File: config.mk
export PLATFORM = sky130hd
export DESIGN_NAME = spi_shift_chain
export DESIGN_NICKNAME = d
export VERILOG_FILES = /design/src/rtl/spi_shift_chain.sv
export SDC_FILE = /design/constraint.sdc
export NUM_CORES = 1
export LEC_CHECK = 0
export CAP_MARGIN = 20
export CORE_ASPECT_RATIO = 1.75
export CORE_MARGIN = 3
export CORE_UTILIZATION = 47
export CTS_BUF_LIST = sky130_fd_sc_hd__clkbuf_4 sky130_fd_sc_hd__clkbuf_8
export DETAILED_ROUTE_END_ITERATION = 8
export PLACE_DENSITY = 0.82
export SLEW_MARGIN = 20
export SYNTH_ARGS = -nofsm -noshare
export SYNTH_HDL_FRONTEND = slang
export SYNTH_SLANG_ARGS = --single-unit
export TNS_END_PERCENT = 1
File: constraint.sdc
create_clock -name wb_clk -period 3.7 [get_ports wb_clk]
set_input_delay 0.555 -clock wb_clk [delete_from_list [all_inputs] [get_ports wb_clk]]
set_output_delay 0.555 -clock wb_clk [all_outputs]
set_load 0.005 [all_outputs]
File: src/rtl/spi_shift_chain.sv
// SPI master shift engine: serialises/deserialises a MAX_CHAR-bit word, with a
// shadow TX buffer for chained characters, an RX hold register, done strobe and abort.
module spi_shift_chain #(
    parameter  int unsigned MAX_CHAR = 32,
    localparam int unsigned CLB      = $clog2(MAX_CHAR),
    localparam int unsigned LW       = (MAX_CHAR / 32 > 1) ? MAX_CHAR / 32 : 1
) (
    input  logic                wb_clk,
    input  logic                wb_reset,
    input  logic                go,
    input  logic                abort,
    input  logic [CLB-1:0]      len,
    input  logic                lsb,
    input  logic                tx_negedge,
    input  logic                rx_negedge,
    input  logic                sclk_pos,
    input  logic                sclk_neg,
    input  logic [LW-1:0]       latch,
    input  logic [3:0]          byte_sel,
    input  logic [31:0]         p_in,
    input  logic                miso,
    output logic                mosi,
    output logic                tip,
    output logic                last,
    output logic                done,
    output logic [MAX_CHAR-1:0] p_out
);

    localparam int unsigned NLANE = MAX_CHAR / 8;

    typedef enum logic {
        S_IDLE,
        S_SHIFT
    } state_t;

    state_t              r_state;
    state_t              w_state_nxt;
    logic [MAX_CHAR-1:0] r_data;
    logic [MAX_CHAR-1:0] r_shadow;
    logic [MAX_CHAR-1:0] r_rx_hold;
    logic                r_pend;
    logic                r_mosi;
    logic                r_done;
    logic [CLB:0]        r_tcnt;
    logic [CLB:0]        r_rcnt;

    logic [CLB:0]        w_len_eff;
    logic [CLB:0]        w_tpos;
    logic [CLB:0]        w_rpos;
    logic                w_txe;
    logic                w_rxe;
    logic                w_end;
    logic                w_tx_fire;
    logic                w_rx_fire;
    logic                w_reload;
    logic                w_wr_any;
    logic [LW-1:0]       w_word_hit;
    logic [MAX_CHAR-1:0] w_wr_mask;
    logic [MAX_CHAR-1:0] w_wr_data;

    assign w_len_eff = (len == '0) ? (CLB+1)'(MAX_CHAR) : {1'b0, len};
    assign w_txe     = tx_negedge ? sclk_neg : sclk_pos;
    assign w_rxe     = rx_negedge ? sclk_neg : sclk_pos;
    assign w_tpos    = lsb ? (w_len_eff - r_tcnt) : (r_tcnt - (CLB+1)'(1));
    assign w_rpos    = lsb ? (w_len_eff - r_rcnt) : (r_rcnt - (CLB+1)'(1));

    // Lowest set latch bit selects the 32-bit word; lanes past MAX_CHAR do not exist.
    assign w_word_hit = latch & (~latch + LW'(1));

    always_comb begin
        w_wr_mask = '0;
        w_wr_data = '0;
        for (int j = 0; j < NLANE; j++) begin
            if (w_word_hit[j/4] && byte_sel[j%4]) begin
                w_wr_mask[8*j +: 8] = 8'hFF;
                w_wr_data[8*j +: 8] = p_in[8*(j%4) +: 8];
            end
        end
    end

    assign w_wr_any = |w_wr_mask;

    // Next-state and shift-enable decode
    always_comb begin
        w_state_nxt = r_state;
        w_end       = 1'b0;
        w_tx_fire   = 1'b0;
        w_rx_fire   = 1'b0;
        case (r_state)
            S_IDLE: begin
                if (go && !abort) begin
                    w_state_nxt = S_SHIFT;
                end
            end
            S_SHIFT: begin
                if (abort) begin
                    w_state_nxt = S_IDLE;
                end else if (r_tcnt == '0 && r_rcnt == '0) begin
                    w_end = 1'b1;
                    if (!r_pend) begin
                        w_state_nxt = S_IDLE;
                    end
                end else begin
                    w_tx_fire = w_txe && (r_tcnt != '0);
                    w_rx_fire = w_rxe && (r_rcnt != '0);
                end
            end
            default: w_state_nxt = S_IDLE;
        endcase
    end

    assign w_reload = (r_state == S_IDLE) || abort || (w_end && r_pend);

    always_ff @(posedge wb_clk or posedge wb_reset) begin
        if (wb_reset) begin
            r_state   <= S_IDLE;
            r_data    <= '0;
            r_shadow  <= '0;
            r_rx_hold <= '0;
            r_pend    <= 1'b0;
            r_mosi    <= 1'b0;
            r_done    <= 1'b0;
            r_tcnt    <= '0;
            r_rcnt    <= '0;
        end else begin
            r_state <= w_state_nxt;
            r_done  <= w_end;
            if (w_end) begin
                r_rx_hold <= r_data;
            end

            if (w_reload) begin
                r_tcnt <= w_len_eff;
                r_rcnt <= w_len_eff;
            end else begin
                if (w_tx_fire) r_tcnt <= r_tcnt - (CLB+1)'(1);
                if (w_rx_fire) r_rcnt <= r_rcnt - (CLB+1)'(1);
            end

            if (w_tx_fire) begin
                r_mosi <= r_data[w_tpos[CLB-1:0]];
            end

            // Idle writes target the live word; in-flight writes queue in the shadow.
            if (r_state == S_IDLE) begin
                r_data <= (r_data & ~w_wr_mask) | (w_wr_data & w_wr_mask);
            end else if (w_end && r_pend) begin
                r_data <= r_shadow;
            end else if (w_rx_fire) begin
                r_data[w_rpos[CLB-1:0]] <= miso;
            end

            if (r_state == S_SHIFT) begin
                r_shadow <= (r_shadow & ~w_wr_mask) | (w_wr_data & w_wr_mask);
            end

            if (abort) begin
                r_pend <= 1'b0;
            end else if (r_state == S_SHIFT && w_wr_any) begin
                r_pend <= 1'b1;
            end else if (w_end) begin
                r_pend <= 1'b0;
            end
        end
    end

    assign tip   = (r_state == S_SHIFT);
    assign last  = tip && (r_tcnt == '0);
    assign mosi  = r_mosi;
    assign done  = r_done;
    assign p_out = r_rx_hold;

endmodule

==> run_results.csv <==
group,metric,value,unit
clocking,cts-root-buf,"clkbuf_8",
floorplanning,coreArea,13080,um^2
clocking,cts_resized,0,
final_layout,fill_cells,1122,
detailed_routing,wl_per_cell,21.55,um
detailed_routing,via_count,5479,
placement,port_buffers,87,
synth,netlist.area_leader.share,44.08,%
synth,synth.distinct_cells,74,
clocking,cts_max_level,3,
final_layout,fin_nets,760,
power,p_total,3.149,mW
sta,worstMarginPinSlew,0.7737,ns
detailed_routing,via_per_inst,6.290,
setup_path,cp-start-kind,"input pin",
floorplanning,die-area,15020,um^2
floorplanning,initial_core_util,48.63,%
setup_path,crit_buf_inv,3,
floorplanning,dieHeight,159.9,um
placement,gp_congestion,0.9210,
sta,rsz0062_at_grt,"no",
final_layout,drive_gt1_share,18.14,%
sta,post-route-period-util,94.68,%
synth,yosysWarnings,0,
setup_path,r2r_cells,10,
synth,synth-seq-area-share,44.08,%
sta,hold_viol,0,
clocking,numCtsBuffers,9,
floorplanning,pin_count,88,
hold_path,hold-path-cell-count,2,
detailed_routing,drc,0,
synth,syn_nets,671,
sta,max_freq,285.5,MHz
synth,synth_edf_count,0,
clocking,clock_sinks,112,
sta,whs,0.4955,ns
setup_path,critPathTopFamily,"compound AO/OA/AOI/OAI gates",
clocking,clock_latency,0.39,ns
clocking,cts_setup_buffers,0,
placement,post-place-ws,-0.07103,ns
floorplanning,fp.dieW,93.93,um
setup_path,crit_top_cell,"inv_1",
clocking,clkTransAtPathRegs,0.11,ns
flow_run,max-cap-violations,0,
synth,synth.avg_cell_area,10.49,um^2
grt,antenna_found_initial,0,
final_layout,layout_commonest_cell,"dfrtp_1",
synth,synth_area,6359,um^2
power,p_per_area,409.7,nW/um^2
sta,maxSlewViolCount,0,
detailed_routing,firstDrtPassIters,6,
setup_path,reg2reg_from,"r_rcnt[0]",
synth,synthCells,606,
setup_path,slowest_stage,"a2111oi_2",
sta,period_needed,3.503,ns
setup_path,worstSetupEndpointType,"register",
grt,grt.total_usage,25.51,%
detailed_routing,final_antenna_net_count,0,
power,ir_drop,0.2367,mV
final_layout,syn_to_final_growth,20.88,%
grt,grt_pass1_wl,29560,um
setup_path,crit_cells,12,
synth,synth_area_leaders,"dfrtp_1 (44%), mux2_2 (11%), a21oi_1 (3.4%), mux2i_1 (3.3%), o21ai_0 (2.9%)",
placement,dpl.hpwl,14330,um
final_layout,antennaDiodeCount,0,
synth,ys_ff_latch,112,
final_layout,seqCellArea,2803,um^2
floorplanning,std_cell_rows,55,
setup_path,cp_max_fo,4,
clocking,tritoncts,"done",
synth,synth_ff_type,"dfrtp_1",
sta,relSlewSlack,47.74,%
clocking,cts_max_path_buffers,2,
sta,final.setup_skew,0.01224,ns
detailed_routing,drt-total-wl,18770,um
setup_path,max_stage_delay,0.55,ns
detailed_routing,initialDrtViolationCount,686,
sta,fin_ws,0.1970,ns
clocking,ctsHoldBuffers,0,
setup_path,critPathLaunch,"len[0]",
grt,grt_max_degree,59,
setup_path,crit_type,"in2reg",
synth,synth_async_sr_flop_share,100.0,%
final_layout,final_cells,871,
final_layout,final_cell_mix,"dfrtp_1 (112), clkdlybuf4s50_1 (87), mux2_2 (60), a21oi_1 (43)",
final_layout,multi_input_area,3314,um^2
setup_path,critPathRequiredTime,3.97,ns
final_layout,final_util,58.78,%
grt,gr-total-overflow,0,
setup_path,crit_chain,"clkdlybuf4s50_1, inv_1, ha_1, inv_1, fa_1, a21o_1, a2111oi_2, nor4_1, o21ai_0, nor2_1, a211oi_1, a21oi_1",
power,power.leakage,3.288,nW
grt,grt_pass1_vias,5733,
setup_path,cp.arrival,3.78,ns
synth,synth_area_leader_cell,"dfrtp_1",
sta,setup_viol,0,
hold_path,hold_path.startpoint,"p_out[17]",
hold_path,hp-class,"reg2reg",
outcome,outcome,"finished clean",
placement,place_inst,855,
[layout make-up]
type	instances	area share, %
Multi-Input combinational cell	434	43.12
Sequential cell	112	36.46
Timing Repair Buffer	109	13.64
Tap cell	171	2.784
Clock buffer	10	1.791
Inverter	29	1.449
Clock inverter	6	0.7488
[routing by layer]
metal  part of all wire [%]  vias up  GRT usage (%)  routed length, um
li1                       -     2447              -                  -
met1                     34     2665          27.64               6365
met2                     54      278          44.97              10090
met3                    5.6       89          3.534               1048
met4                    6.7        0          16.90               1263
met5                      0        -              0                  0
[worst paths after layout]
path	endpoint	slack (ns)
hold reg to reg	p_out[17]	0.50
hold / removal	p_out[17]	0.50
setup reg to reg	register	0.34
setup / recovery	register	0.20
min in group asynchronous	p_out[13]	0.62
max in group asynchronous	async pin	2.31
[per-stage QoR]
step,instance area [um^2],setup TNS [ns]
floorplan,6359,0
global placement,7491,0
detailed placement,7491,-0.2508
CTS,7686,0
global route,7686,0
finish,7686,0
[synthesized netlist by cell type, drive strengths merged (8+ instances only)]
master,n
clkbuf,19
nor2,36
ha,11
mux2,64
nand2,37
buf,12
mux2i,21
a222oi,8
nand3,11
o21ai,42
a22oi,20
xnor2,10
a21oi,44
a211oi,16
dfrtp,112
nor3,9
inv,29
[power by group]
part,switching [mW],internal (mW)
registers,0.140,1.39
clock network,0.462,0.280
logic,0.472,0.406
total,1.07,2.08
[worst reg2reg max path, stage by stage, from the launching register on]
cell,delay (ns)
dfrtp_1,0.54
ha_1,0.23
inv_1,0.06
fa_1,0.40
a21o_1,0.22
a2111oi_2,0.55
nor4_1,0.14
o21ai_0,0.53
nor2_1,0.21
a211oi_1,0.30
a21oi_1,0.06
[cell families (layout without fill, tap and decap cells)]
kind of cell	Yosys count	count (layout)	synth area share, %
AND/OR/NAND/NOR	136	136	11.41
buffers and inverters	60	154	3.896
XOR/XNOR	13	13	2.007
multiplexers	88	88	15.70
flip-flops	112	112	44.08
AO/OA/AOI/OAI	184	184	20.11
adder cells (fa/ha/maj)	13	13	2.794
Note: power is estimated with default switching activity, not from simulation.
